==> src/rtl/mmio_uart_tx.sv <==
// Memory-mapped 8N1 UART transmitter with a byte FIFO.
// Register window: +0 TXDATA (write pushes a byte), +4 STATUS (read; clears overflow).
//
// state | meaning
// IDLE  | line high, waiting for a queued byte
// START | start bit, line low
// DATA  | eight data bits, LSB first
// STOP  | stop bit, line high; pops the next byte with no idle gap
module mmio_uart_tx #(
    parameter logic [31:0] BASE_ADDR    = 32'h0000_2000,
    parameter int          CLKS_PER_BIT = 434,
    parameter int          FIFO_DEPTH   = 8
) (
    input  logic        clk,
    input  logic        reset,
    input  logic [31:0] mem_addr,
    input  logic [31:0] mem_wdata,
    input  logic        mem_w_enable,
    input  logic        mem_r_enable,
    output logic [31:0] mem_rdata,
    output logic        txd,
    output logic        tx_busy
);
    localparam int PW = (FIFO_DEPTH > 1) ? $clog2(FIFO_DEPTH) : 1;
    localparam int CW = PW + 1;
    localparam int BW = (CLKS_PER_BIT > 1) ? $clog2(CLKS_PER_BIT) : 1;
    localparam logic [BW-1:0] BAUD_RELOAD = BW'(CLKS_PER_BIT - 1);
    localparam logic [CW-1:0] FULL_COUNT  = CW'(FIFO_DEPTH);

    typedef enum logic [1:0] {
        ST_IDLE,
        ST_START,
        ST_DATA,
        ST_STOP
    } state_t;

    state_t          state;
    logic            sel;
    logic            wr_txdata;
    logic            rd_status;
    logic            fifo_full;
    logic            fifo_empty;
    logic            push;
    logic            pop;
    logic            baud_done;
    logic            overflow;
    logic [CW-1:0]   fifo_count;
    logic [CW-1:0]   count_next;
    logic [PW-1:0]   wr_ptr;
    logic [PW-1:0]   rd_ptr;
    logic [7:0]      fifo_mem [FIFO_DEPTH];
    logic [7:0]      shift_reg;
    logic [2:0]      bit_idx;
    logic [BW-1:0]   baud_cnt;
    logic [3:0]      count_sat;
    logic [31:0]     status_word;
    logic            unused_bits;

    assign unused_bits = ^{mem_wdata[31:8], mem_addr[1:0]};

    assign sel        = (mem_addr[31:3] == BASE_ADDR[31:3]);
    assign wr_txdata  = sel & mem_w_enable & ~mem_addr[2];
    assign rd_status  = sel & mem_r_enable & mem_addr[2];
    assign fifo_full  = (fifo_count == FULL_COUNT);
    assign fifo_empty = (fifo_count == '0);
    assign baud_done  = (baud_cnt == '0);

    // Acceptance looks only at the pre-edge fill level; a same-cycle pop does not make room.
    assign push = wr_txdata & ~fifo_full & ~reset;
    assign pop  = ~fifo_empty & ((state == ST_IDLE) | ((state == ST_STOP) & baud_done));

    always_comb begin
        count_next = fifo_count;
        if (push && !pop) begin
            count_next = fifo_count + CW'(1);
        end else if (pop && !push) begin
            count_next = fifo_count - CW'(1);
        end
    end

    always_comb begin
        count_sat = 4'hF;
        if (32'(fifo_count) < 32'd15) begin
            count_sat = 4'(fifo_count);
        end
    end

    assign status_word = {24'b0, count_sat, overflow, tx_busy, fifo_empty, fifo_full};

    // Bus side: registered read data and sticky overflow (a rejected write beats the clear).
    always_ff @(posedge clk) begin
        if (reset) begin
            mem_rdata <= '0;
            overflow  <= 1'b0;
        end else begin
            mem_rdata <= rd_status ? status_word : 32'b0;
            if (wr_txdata && fifo_full) begin
                overflow <= 1'b1;
            end else if (rd_status) begin
                overflow <= 1'b0;
            end
        end
    end

    always_ff @(posedge clk) begin
        if (reset) begin
            wr_ptr     <= '0;
            rd_ptr     <= '0;
            fifo_count <= '0;
        end else begin
            if (push) begin
                wr_ptr <= wr_ptr + PW'(1);
            end
            if (pop) begin
                rd_ptr <= rd_ptr + PW'(1);
            end
            fifo_count <= count_next;
        end
    end

    always_ff @(posedge clk) begin
        if (push) begin
            fifo_mem[wr_ptr] <= mem_wdata[7:0];
        end
    end

    always_ff @(posedge clk) begin
        if (reset) begin
            state     <= ST_IDLE;
            txd       <= 1'b1;
            tx_busy   <= 1'b0;
            shift_reg <= '0;
            bit_idx   <= '0;
            baud_cnt  <= '0;
        end else begin
            // Busy reflects the state and fill level being entered at this edge.
            tx_busy <= (count_next != '0) | pop |
                       ((state != ST_IDLE) & ~((state == ST_STOP) & baud_done));
            case (state)
                ST_IDLE: begin
                    txd <= 1'b1;
                    if (pop) begin
                        shift_reg <= fifo_mem[rd_ptr];
                        baud_cnt  <= BAUD_RELOAD;
                        txd       <= 1'b0;
                        state     <= ST_START;
                    end
                end
                ST_START: begin
                    if (baud_done) begin
                        baud_cnt <= BAUD_RELOAD;
                        bit_idx  <= '0;
                        txd      <= shift_reg[0];
                        state    <= ST_DATA;
                    end else begin
                        baud_cnt <= baud_cnt - BW'(1);
                    end
                end
                ST_DATA: begin
                    if (baud_done) begin
                        baud_cnt  <= BAUD_RELOAD;
                        shift_reg <= {1'b0, shift_reg[7:1]};
                        bit_idx   <= bit_idx + 3'd1;
                        if (bit_idx == 3'd7) begin
                            txd   <= 1'b1;
                            state <= ST_STOP;
                        end else begin
                            txd <= shift_reg[1];
                        end
                    end else begin
                        baud_cnt <= baud_cnt - BW'(1);
                    end
                end
                ST_STOP: begin
                    if (baud_done) begin
                        if (pop) begin
                            shift_reg <= fifo_mem[rd_ptr];
                            baud_cnt  <= BAUD_RELOAD;
                            txd       <= 1'b0;
                            state     <= ST_START;
                        end else begin
                            txd   <= 1'b1;
                            state <= ST_IDLE;
                        end
                    end else begin
                        baud_cnt <= baud_cnt - BW'(1);
                    end
                end
                default: begin
                    txd   <= 1'b1;
                    state <= ST_IDLE;
                end
            endcase
        end
    end

endmodule

==> config.mk <==
export PLATFORM = sky130hd
export DESIGN_NAME = mmio_uart_tx
export DESIGN_NICKNAME = d
export VERILOG_FILES = /design/src/rtl/mmio_uart_tx.sv
export SDC_FILE = /design/constraint.sdc
export NUM_CORES = 1
export LEC_CHECK = 0
export BUFFER_PORTS_ARGS = -buffer_cell sky130_fd_sc_hd__buf_4
export CAP_MARGIN = 20
export CORE_UTILIZATION = 55
export DETAILED_ROUTE_END_ITERATION = 7
export HOLD_SLACK_MARGIN = 0.08
export PLACE_DENSITY = 0.83
export SYNTH_ARGS = -nofsm -noshare
export SYNTH_HDL_FRONTEND = slang
export SYNTH_SLANG_ARGS = --single-unit
==> constraint.sdc <==
create_clock -name clk -period 3.5 [get_ports clk]
set_clock_uncertainty 0.2 [all_clocks]
set_input_delay 0.35 -clock clk [delete_from_list [all_inputs] [get_ports clk]]
set_output_delay 0.35 -clock clk [all_outputs]
set_load 0.005 [all_outputs]
# After elaboration in Yosys (flattened, before gate mapping)

Memory sizes are Yosys's and may differ from the RTL's. A register that Yosys moved wholly into a read port is not among the register bits.
Cells that the tools add are included.

Equality and inequality tests: 11
Reductions and logical operators: 19
Multiplexer cells: 33
Add/subtract/negate cells: 6
Magnitude comparators: 1
Bitwise operators: 18

Operator list:

| operator                                         | count |
|---|---|
| == test 29 x 11 -> 1 bit, second input constant  | 1 |
| 2-to-1 mux 9 bit                                 | 3 |
| case mux 9 bit (3 select lines)                  | 1 |
| 2-to-1 mux 8 bit                                 | 3 |
| case mux 8 bit (3 select lines)                  | 1 |
| 2-to-1 mux 3 bit                                 | 4 |
| 2-to-1 mux 4 bit                                 | 3 |
| 2-to-1 mux 1 bit                                 | 10 |
| 2-to-1 mux 2 bit                                 | 5 |
| != test 2 bit, second input constant             | 5 |
| adder 3 x 1 -> 3 bit, second input constant      | 3 |
| bitwise AND 1 bit                                | 9 |
| zero test 9 bit                                  | 1 |
| AND reduction 3 bit                              | 3 |
| subtractor 9 x 1 -> 9 bit, second input constant | 1 |
| case mux 2 bit (4 select lines)                  | 1 |
| inverter 1 bit                                   | 6 |
| case mux 3 bit (2 select lines)                  | 1 |
| nonzero test 2 bit                               | 3 |
| AND reduction 5 bit                              | 1 |
| adder 4 x 1 -> 4 bit, second input constant      | 1 |
| == test 2 bit, second input constant             | 2 |
| == test 4 bit, second input constant             | 1 |
| zero test 4 bit                                  | 1 |
| 12 further kinds                                 | 18 |

Bits of input ports: 68
Register bits after elaboration: 67
Output and inout port bits: 34
Memories kept: 1
Word-level logic and storage cells: 101
Bits in writable memories: 64

Memory list:

| name     | depth | bits a word | read ports | clocked after Yosys merged registers in | write ports | line | source |
|---|---|---|---|---|---|---|---|
| fifo_mem | 8     | 8           | 1          | 1                                       | 1           | 51   | `logic [7:0] fifo_mem [FIFO_DEPTH];` |

# Logic depth before layout (Yosys ltp)

Gate-level depths: netlist (run 1).

Word-level depth: 12
Gate-level depth with buffers: 9
Gate-level depth less buffers: 8

# Worst setup path before layout (run 1)

OpenSTA, ideal clock, no wires.

Kind: input to register
Start point: in mem_addr[11]
End point: mem fifo_mem[0][0], enable pin
Setup time: 0.385 ns
Buffers on the path: 1
Stages on the path: 6
Required time: 2.915 ns
Path slack: 0.661 ns
Data arrival time: 2.254 ns
Path through: nor4b_1 -> nand4_1 -> nor4_1 -> buf_2 -> nor2b_1 -> nor3b_1

Word-level cells in the longest chain between the ends: 7

RTL lines:

| element                                | line | source |
|---|---|---|
| start, declared                        | 16   | `input logic [31:0] mem_addr,` |
| == test 29 x 11 -> 1 bit               | 61   | `assign sel = (mem_addr[31:3] == BASE_ADDR[31:3]);` |
| bitwise AND 1 bit (2 in a row)         | 62   | `assign wr_txdata = sel & mem_w_enable & ~mem_addr[2];` |
| bitwise AND 1 bit (2 in a row)         | 69   | `assign push = wr_txdata & ~fifo_full & ~reset;` |
| 2-to-1 mux 1 bit                       | 122  | `if (push) begin` |
| 2-to-1 mux 1 bit (not written as such) | 123  | `fifo_mem[wr_ptr] <= mem_wdata[7:0];` |
| end, declared                          | 51   |  |

No other way between the ends.

# Final worst setup path (run 1)

Start point: reg baud_cnt[3]
End point: reg shift_reg[2]

Word-level cells in the longest chain between the ends: 7
Elaborated cells on any way between the ends: 10
Those cells by class: eq/ne: 2; mux: 3; bitwise: 3; reduce/logical: 2

RTL lines:

| element                         | line | source |
|---|---|---|
| start, declared                 | 54   | `logic [BW-1:0] baud_cnt;` |
| start signal, assigned          | 156  | `baud_cnt <= baud_cnt - BW'(1);` |
| start signal, assigned          | 171  | `baud_cnt <= baud_cnt - BW'(1);` |
| start signal, assigned          | 186  | `baud_cnt <= baud_cnt - BW'(1);` |
| zero test 9 bit (*)             | 66   | `assign baud_done = (baud_cnt == '0);` |
| bitwise AND 1 bit               | 70   | `assign pop = ~fifo_empty & ((state == ST_IDLE) \| ((state == ST_STOP) & baud_done));` |
| bitwise OR 1 bit                | 70   |  |
| bitwise AND 1 bit               | 70   |  |
| 2-to-1 mux 8 bit (2 in a row)   | --   |  |
| case mux 8 bit (3 select lines) | --   |  |
| end signal, assigned            | 143  | `shift_reg <= fifo_mem[rd_ptr];` |
| end signal, assigned            | 162  | `shift_reg <= {1'b0, shift_reg[7:1]};` |
| end signal, assigned            | 177  | `shift_reg <= fifo_mem[rd_ptr];` |
| end, declared                   | 52   | `logic [7:0] shift_reg;` |

Mark *: on every way between the ends. The rest lies on a longest branch, timed or not. The select of a mux whose other input is x is not followed.
A chain may end at the register's enable or synchronous reset.

==> results.ini, run 1 <==
[detailed_routing]
routed_wl_mm=9.06
vias=3291
viasPerCell=5.62
drc=0
drt_iter0_drc=140
antenna_left=0
wl_per_cell_um=15.5
first_pass_iters=4

[synth]
syn_inst=410
ys_warn_count=0
avgSynthCellArea_um2=12.1
synth_cell_types=56
synth_edf_count=64
ys_ff_latch=110
ys_seq_area_share_pct=57.1
async_flop_share_pct=0
synth.cell_area_mm2=0.00498
yosys_most_used_dff=edfxtp_1

[clocking]
clock_path_buffers=2
cts_resized=0
cts_sinks=110
cts.clk_slew.worst_paths_ns=0.11
numCtsBuffers=9
post_cts_buffers=0
hold_buffers=10
root_buffer=clkbuf_8
cts_tree=built
h-tree-depth=3
clk_latency_ns=0.37

[placed_design]
gp_congestion=0.830
dp_hpwl_mm=6.21
pre_cts_ws_ns=0.669
port-buffer-count=51

[cells_and_area]
drive_above_1_share_pct=20.3
top_regs=fifo_mem (64), baud_cnt (9)
diodes=0
largest-register=fifo_mem
final_common_cell=edfxtp_1
final_cell_mix=edfxtp_1 (64), buf_4 (59), nor2_1 (49)
largest_reg_flops=64
nNetsFinal=555
syn_to_final_growth_pct=14.1

[setup_path]
cp_max_fo=10
cp-start-kind=flip-flop
crit_path_end_kind=flip-flop
cp.required_ns=3.55
arrival_ns=2.78
timing.critical_path.from=baud_cnt[3]$_SDFF_PP0_
worst-setup-path-type=reg -> reg
r2r-start=baud_cnt[3]$_SDFF_PP0_

[sta]
finalCritPeriodShare_pct=78.2
finalCriticalPeriod_ns=2.74
hold_viol_final=0
finalSetupViolations=0
fmax_mhz=365
rsz0062_at_grt=no
slew_headroom_pct=47.6
maxSlewViolCount=0
fin_setup_tns_ns=0
setup_ws_ns=0.762
worst_pin_slew_ns=0.785

[floorplanning]
rows=34
die_w_um=97.1
coreArea_mm2=0.00872
dieHeight_um=97.1
ioPinCount=102
die_area_mm2=0.00943
initial_utilization_pct=57.1

[global_routing]
grt_pass1_vias=3187
grtUsageTotal_pct=19.8
grt_max_degree=40
grt-ovfl-total=0
antenna_found_initial=0
grt_pass1_wl_mm=14.5

[outcome]
status=completed

[pwr]
ir_drop_mv=0.361
leakagePower_nw=2.08
pwr_density_cell_mw_per_mm2=671

[flow_run]
cap_violations=0

[min_path]
hold_path.class=in -> reg
hp-start=reset

synthesized netlist by cell type, types with 2 or more instances:
cell	number	share of area, %
ha_1	14	3.5
a21oi_1	21	2.1
and3b_1	2	0.35
nor4b_1	2	0.35
nor3_1	12	1.2
a21o_1	2	0.30
xnor2_1	5	0.88
nor2_1	49	3.7
xor2_1	3	0.53
mux2i_1	16	3.2
o22ai_1	2	0.25
a31oi_1	6	0.75
nor2b_1	3	0.38
a311oi_1	2	0.35
and3_1	3	0.38
o21ai_0	16	1.6
or3_1	3	0.38
nand4_1	5	0.63
edfxtp_1	64	39
and2_1	2	0.25
nor4_1	7	0.88
a211oi_1	2	0.30
buf_2	2	0.20
mux4_2	16	7.2
clkbuf_1	12	0.90
dfxtp_1	46	19
nand3_1	6	0.60
nor3b_1	3	0.45
nand2_1	25	1.9
inv_1	9	0.68
nand3b_1	2	0.30
buf_4	24	3.6
area by class of cell:
cell class              count  area [µm²]
clock buffers              10         128
clock inverters             6        57.6
flip-flops and latches    110        2840
fillers                   647        3040
well taps                 108         135
inverters                  10        37.5
repair buffers             69         543
multi-input cells         273        1930
cell families (layout without fill, tap and decap cells):
family                     after synthesis  in the layout  share of synthesized area [%]
AOI/OAI and AO/OA                       60             60                           7.64
xor gates and xnor gates                 8              8                           1.41
adders and majority gates               14             14                           3.52
buffers and inverters                   50             95                           5.78
DFF                                    110            110                           57.1
muxes                                   32             32                           10.5
other                                    1             24                         0.0753
and+or+nand+nor                        135            135                           14.0
worst max-delay path, stage by stage, from the launching register on:
cell and delay [ns]:
dfxtp_1 0.39, nor3_4 0.41, a41oi_2 0.23, or2_1 0.42, a211oi_4 0.60, mux2i_1 0.28
nor2_1 0.07
layer usage:
layer	wire length (µm)	share of wire [%]	GRT usage, %
met1	3580	39	22.0
met2	4880	54	36.7
met3	504	5.6	4.82
met4	100	1.1	7.00
met5	0	0	0
final timing paths:
path	end	slack (ns)	cells past startpoint
worst max-delay path	shift_reg[2]$_SDFFE_PP0P_	0.76	6
worst max register to register	shift_reg[2]$_SDFFE_PP0P_	0.76	6
worst min register to register	bit_idx[1]$_SDFFE_PP0P_	0.26	2
worst min-delay path	flip-flop	0.18	2
through the flow:
step | hold WS [ns] | utilization [%] | total power, mW | cell area [µm²] | cells
floorplan | 0.236 | - | 2.83 | 5060 | 433
global placement | 0.241 | 61.8 | 3.05 | 5390 | 560
detailed placement | 0.254 | 61.8 | 3.10 | 5390 | 560
CTS | 0.168 | 65.1 | 3.82 | 5680 | 586
global route | 0.168 | 65.1 | 4.07 | 5680 | 586
finish | 0.178 | 65.1 | 3.81 | 5680 | 586
power breakdown:
group	total (mW)	switching, mW	internal, mW
Clock	0.722	0.444	0.279
Combinational	1.44	0.802	0.640
Sequential	1.64	0.153	1.49
(Power assumes the default switching activity.)
==> run 2, diff against run 1 <==
==> constraint.sdc (replaced) <==
create_clock -name clk -period 2.6 [get_ports clk]
set_clock_uncertainty 0.2 [all_clocks]
set_input_delay 0.26 -clock clk [delete_from_list [all_inputs] [get_ports clk]]
set_output_delay 0.26 -clock clk [all_outputs]
set_load 0.005 [all_outputs]
==> run 2 against run 1 <==
Effect of this change:
- via count grew 2.2%
- first-iteration DRC count grew 3.6%
- clock-buffer cell count shrank 1
- register-to-register slack lost 0.61 ns
- critical path depth grew 4
- global-route usage grew 1.8 points
- core utilization grew 2.1 points
- die area is the same
- combinational power grew 51%
==> results.ini, run 2 (same netlist as run 1, synthesis figures left out) <==
[outcome]
status=completed

[setup_path]
cpMaxStageDelayCell=or4b_1
rrSetupSlack_ns=0.15
worst-setup-path-type=reg -> reg
r2r_cells=10
cp-start-kind=flip-flop
crit_path_end_kind=flip-flop
crit_path_frequent_cell=buf_4
critPathMaxStageDelay_ns=0.58
cp.required_ns=2.73
arrival_ns=2.58
cp_max_fo=9
r2r-start=fifo_count[0]$_SDFF_PP0_
timing.rr.end=fifo_count[3]$_SDFF_PP0_
path_cells=inv_2 -> ha_2 -> nand2_1 -> nor2_1 -> nor4_1 -> buf_4 -> buf_4 -> or4b_1 -> nand3_1 -> nor3b_2

[global_routing]
grtUsageTotal_pct=21.6
antenna_found_initial=0
grt_max_degree=39
grt_pass1_vias=3376
grt_pass1_wl_mm=15.7
grt-ovfl-total=0

[detailed_routing]
routed_wl_mm=9.58
first_pass_iters=5
wl_per_cell_um=16.0
vias=3365
drt_iter0_drc=145
drc=0
viasPerCell=5.61
antenna_left=0

[cells_and_area]
nNetsFinal=569
final_common_cell=buf_4
largest_reg_flops=64
syn_to_final_growth_pct=17.7
top_regs=fifo_mem (64), baud_cnt (9)
final_area_mm2=0.00586
fin_util_pct=67.2
filler_cell_count=632
diodes=0
multi_input_area_mm2=0.00196
largest-register=fifo_mem
final_cell_mix=buf_4 (69), edfxtp_1 (64), nor2_1 (49)
seq_area_mm2=0.00284
drive_above_1_share_pct=24.6

[floorplanning]
coreArea_mm2=0.00872
die_area_mm2=0.00943
rows=34
die_w_um=97.1
ioPinCount=102
dieHeight_um=97.1
initial_utilization_pct=57.1

[clocking]
post_cts_buffers=0
clock_path_buffers=2
numCtsBuffers=9
cts.clk_slew.worst_paths_ns=0.12
cts_sinks=110
clk_latency_ns=0.39
h-tree-depth=3
cts_tree=built
root_buffer=clkbuf_8

[sta]
slew_headroom_pct=53.7
worst_hold_slack_ns=0.210
fmax_mhz=409
worst_pin_slew_ns=0.688
setup_ws_ns=0.154
finalCriticalPeriod_ns=2.45
fin_setup_tns_ns=0
finalSetupViolations=0
rsz0062_at_grt=no
hold_viol_final=0
finalCritPeriodShare_pct=94.1
maxSlewViolCount=0

[placed_design]
pre_cts_ws_ns=0.0693
gp_congestion=0.889
dp_hpwl_mm=6.55
port-buffer-count=51
dpl-instance-area_mm2=0.00553

[min_path]
hold_path.class=in -> reg
hp-start=reset
whs_path_depth=3
hold-path-endpoint=fifo_count[0]$_SDFF_PP0_

[flow_run]
cap_violations=0

[pwr]
leakagePower_nw=2.17
pwr_density_cell_mw_per_mm2=915
ir_drop_mv=0.462

run 2: cell types whose count changed in the layout (fill, tap and decap cells not counted), moves of 2 or more:
cell,change
buf_4,+10
nor3b_1,-3
nor3b_2,+3
buf_12,+2
clkinv_8,+2
run 2: repair_timing:
item	CTS	global route
endpoints found under the setup margin	0	35
resized for setup	0	7
hold endpoints to repair	67	0
hold buffers	11	0
run 2: area by class of cell:
type | count | area share [%]
well taps | 108 | 2.31
clock inverters | 7 | 1.28
multi-input cells | 273 | 33.5
repair buffers | 83 | 11.6
inverters | 10 | 0.641
clock buffers | 9 | 2.11
flip-flops and latches | 110 | 48.5
run 2: critical path: cells and delay by family (launching register included):
family / cells / cell delay, ns
flip-flops: 1 / 0.36
adder cells (fa/ha/maj): 1 / 0.22
AND/OR/NAND/NOR: 6 / 1.18
buffers and inverters: 3 / 0.40
run 2: worst max path at each step:
| stage | from | slack, ns | depth (start not counted) | to |
|---|---|---|---|---|
| 3_3_place_gp | mem_addr[18] | 0.14 | 8 | fifo_mem[0][6]$_DFFE_PP_ |
| 3_5_place_dp | mem_addr[18] | 0.07 | 8 | fifo_mem[0][6]$_DFFE_PP_ |
| 4_1_cts | fifo_count[0]$_SDFF_PP0_ | 0.07 | 9 | fifo_mem[0][1]$_DFFE_PP_ |
| 5_1_grt | fifo_count[1]$_SDFF_PP0_ | 0.02 | 10 | fifo_count[3]$_SDFF_PP0_ |
| 6_report | fifo_count[0]$_SDFF_PP0_ | 0.15 | 10 | fifo_count[3]$_SDFF_PP0_ |
| 2_1_floorplan | fifo_count[0]$_SDFF_PP0_ | 0.08 | 8 | fifo_mem[3][0]$_DFFE_PP_ |
run 2: stage by stage:
step	power, mW	cells
floorplan	3.81	433
global route	5.68	600
finish	5.36	600
global placement	4.23	573
detailed placement	4.31	573
CTS	5.35	600
run 2: where the power goes:
| part | total, mW | internal (mW) | switching [mW] |
|---|---|---|---|
| logic | 2.17 | 0.972 | 1.19 |
| registers | 2.18 | 2.01 | 0.173 |
| clock network | 1.01 | 0.378 | 0.634 |
| total | 5.36 | 3.36 | 2.00 |
run 2: layer usage:
layer	up-vias	wire length [µm]	track usage (%)
met5	-	0	0
met4	0	191	8.27
met3	21	610	5.40
met2	121	5190	40.2
met1	1610	3590	23.6
li1	1613	-	-
==> run 3, diff against run 2 <==
--- a/config.mk
+++ b/config.mk
@@ -7,10 +7,11 @@
 export LEC_CHECK = 0
 export BUFFER_PORTS_ARGS = -buffer_cell sky130_fd_sc_hd__buf_4
 export CAP_MARGIN = 20
-export CORE_UTILIZATION = 55
+export CORE_UTILIZATION = 57
+export CTS_BUF_LIST = sky130_fd_sc_hd__clkbuf_4 sky130_fd_sc_hd__clkbuf_8
 export DETAILED_ROUTE_END_ITERATION = 7
 export HOLD_SLACK_MARGIN = 0.08
-export PLACE_DENSITY = 0.83
+export PLACE_DENSITY = 0.85
 export SYNTH_ARGS = -nofsm -noshare
 export SYNTH_HDL_FRONTEND = slang
 export SYNTH_SLANG_ARGS = --single-unit
==> run 3 against run 2 <==
Effect of this change:
- routed wire length grew 2.5%
- setup slack lost 0.059 ns
- critical endpoint unchanged
- largest cell class unchanged
- critical path depth is the same
- critical path type unchanged
- clock-buffer cell count unchanged
- clock power is 11% higher
- cell count increased by 0.17%
- flip-flop and latch count did not move
- non-clock buffer count is 4 higher
==> results.ini, run 3 (same netlist as run 1, synthesis figures left out) <==
[cells_and_area]
largest-register=fifo_mem
largest_reg_flops=64
filler_cell_count=577
top_regs=fifo_mem (64), baud_cnt (9)
nNetsFinal=573
final_common_cell=buf_4
fin_cells=601
diodes=0
syn_to_final_growth_pct=18.7
drive_above_1_share_pct=25.0
final_cell_mix=buf_4 (75), edfxtp_1 (64), nor2_1 (49)

[clocking]
numCtsBuffers=9
clock_path_buffers=2
post_cts_buffers=0
clk_latency_ns=0.38
h-tree-depth=3
root_buffer=clkbuf_8
cts_tree=built
cts.clk_slew.worst_paths_ns=0.11
cts_sinks=110

[detailed_routing]
routed_wl_mm=9.82
viasPerCell=5.63
drt_iter0_drc=135
first_pass_iters=5
wl_per_cell_um=16.3
antenna_left=0
drc=0
vias=3385

[floorplanning]
dieHeight_um=95.4
ioPinCount=102
die_w_um=95.4
rows=33
die_area_mm2=0.00911
coreArea_mm2=0.00834
initial_utilization_pct=59.7

[setup_path]
cp.required_ns=2.67
r2r_cells=10
cp_num_cells=10
path_buf_inv=3
crit_path_end_kind=flip-flop
cp-start-kind=flip-flop
worst-setup-path-type=reg -> reg
rrSetupSlack_ns=0.1
crit_path_frequent_cell=buf_4
cpMaxStageDelayCell=or4b_1
critPathMaxStageDelay_ns=0.53
arrival_ns=2.57
timing.rr.end=fifo_count[3]$_SDFF_PP0_
cp_max_fo=9
r2r-start=fifo_count[0]$_SDFF_PP0_
crit_family=simple AND/OR/NAND/NOR gates
path_cells=inv_1 -> ha_2 -> nand2_1 -> nor2_1 -> nor4_1 -> buf_4 -> buf_4 -> or4b_1 -> a21oi_1 -> nor3b_2

[sta]
hold_viol_final=0
fmax_mhz=399
rsz0062_at_grt=no
finalCriticalPeriod_ns=2.50
finalCritPeriodShare_pct=96.3
fin_setup_tns_ns=0
finalSetupViolations=0
maxSlewViolCount=0

[min_path]
whs_path_depth=3
hold-path-endpoint=mem_rdata[3]$_SDFF_PP0_
hold_path.class=in -> reg
hp-start=mem_r_enable

[pwr]
power_switching_mw=1.98
pwr_density_cell_mw_per_mm2=922
power_mw=5.45
leakagePower_nw=2.20
clockPowerShare_pct=20.6
power_switching_share_pct=36.3
power_frac_seq_pct=40.0
ir_drop_mv=0.630
p_int_mw=3.47
combPwrFrac_pct=39.4

[placed_design]
dp_hpwl_mm=6.75
port-buffer-count=51
gp_congestion=0.882
dp_cells=575

[global_routing]
grt_pass1_vias=3199
grt_max_degree=39
grt-ovfl-total=0
antenna_found_initial=0
grt_pass1_wl_mm=15.3
grtUsageTotal_pct=23.2

[outcome]
status=completed

[flow_run]
cap_violations=0

==> run 3: layout make-up <==
type                       count  area [µm²]  share of cell area (%)
sequential                   110        2840                    48.1
multi-input combinational    273        1970                    33.3
timing repair buffer          87         703                    11.9
tap                          105         131                    2.22
clock buffer                   9         124                    2.10
clock inverter                 7         103                    1.74
inverter                      10        37.5                   0.635
==> run 3: through the flow <==
step / instance area [µm²] / utilization (%) / hold WS (ns) / setup WS, ns
floorplan: 5080 / - / 0.157 / 0.0787
global placement: 5570 / 66.8 / 0.243 / 0.0489
detailed placement: 5570 / 66.8 / 0.254 / -0.0129
CTS: 5900 / 70.7 / 0.0837 / 0.0514
global route: 5910 / 70.9 / 0.118 / 0.0185
finish: 5910 / 70.9 / 0.0964 / 0.0952
==> run 3: per-layer routing <==
| metal | track usage (%) | up-vias | part of all wire, % |
|---|---|---|---|
| met1 | 25.1 | 1614 | 38 |
| li1 | - | 1623 | - |
| met3 | 6.22 | 13 | 6.4 |
| met5 | 0 | - | 0 |
| met2 | 43.8 | 135 | 54 |
| met4 | 6.84 | 0 | 0.99 |
==> run 3: power groups by stage <==
stage                     clock network, mW  logic [mW]  registers [mW]
after floorplan                           0        1.65            2.17
after global placement                    0        2.04            2.21
after detailed placement                  0        2.10            2.21
after CTS                              1.14        2.13            2.18
after global routing                   1.20        2.37            2.21
final                                  1.12        2.14            2.18
==> run 3: how the worst max path moves through the flow <==
stage	end	from	slack, ns
2_1_floorplan	fifo_mem[3][0]$_DFFE_PP_	fifo_count[0]$_SDFF_PP0_	0.08
3_3_place_gp	fifo_mem[0][6]$_DFFE_PP_	mem_addr[3]	0.05
3_5_place_dp	fifo_mem[0][6]$_DFFE_PP_	mem_addr[3]	-0.01
4_1_cts	fifo_mem[0][6]$_DFFE_PP_	fifo_count[0]$_SDFF_PP0_	0.05
5_1_grt	fifo_count[3]$_SDFF_PP0_	fifo_count[0]$_SDFF_PP0_	0.02
6_report	fifo_count[3]$_SDFF_PP0_	fifo_count[0]$_SDFF_PP0_	0.1
==> run 3: repair_timing <==
| item | 4_1_cts | 5_1_grt |
|---|---|---|
| setup endpoints to repair | 13 | 37 |
| gates resized for setup | 1 | 5 |
| hold buffers | 10 | 0 |
| hold endpoints to repair | 65 | 0 |
==> run 3: worst reg2reg max path, stage by stage (launching register included) <==
cell and delay (ns):
dfxtp_2 0.35, inv_1 0.14, ha_2 0.24, nand2_1 0.11, nor2_1 0.16, nor4_1 0.07, buf_4 0.15, buf_4 0.17
or4b_1 0.54, a21oi_1 0.20, nor3b_2 0.07
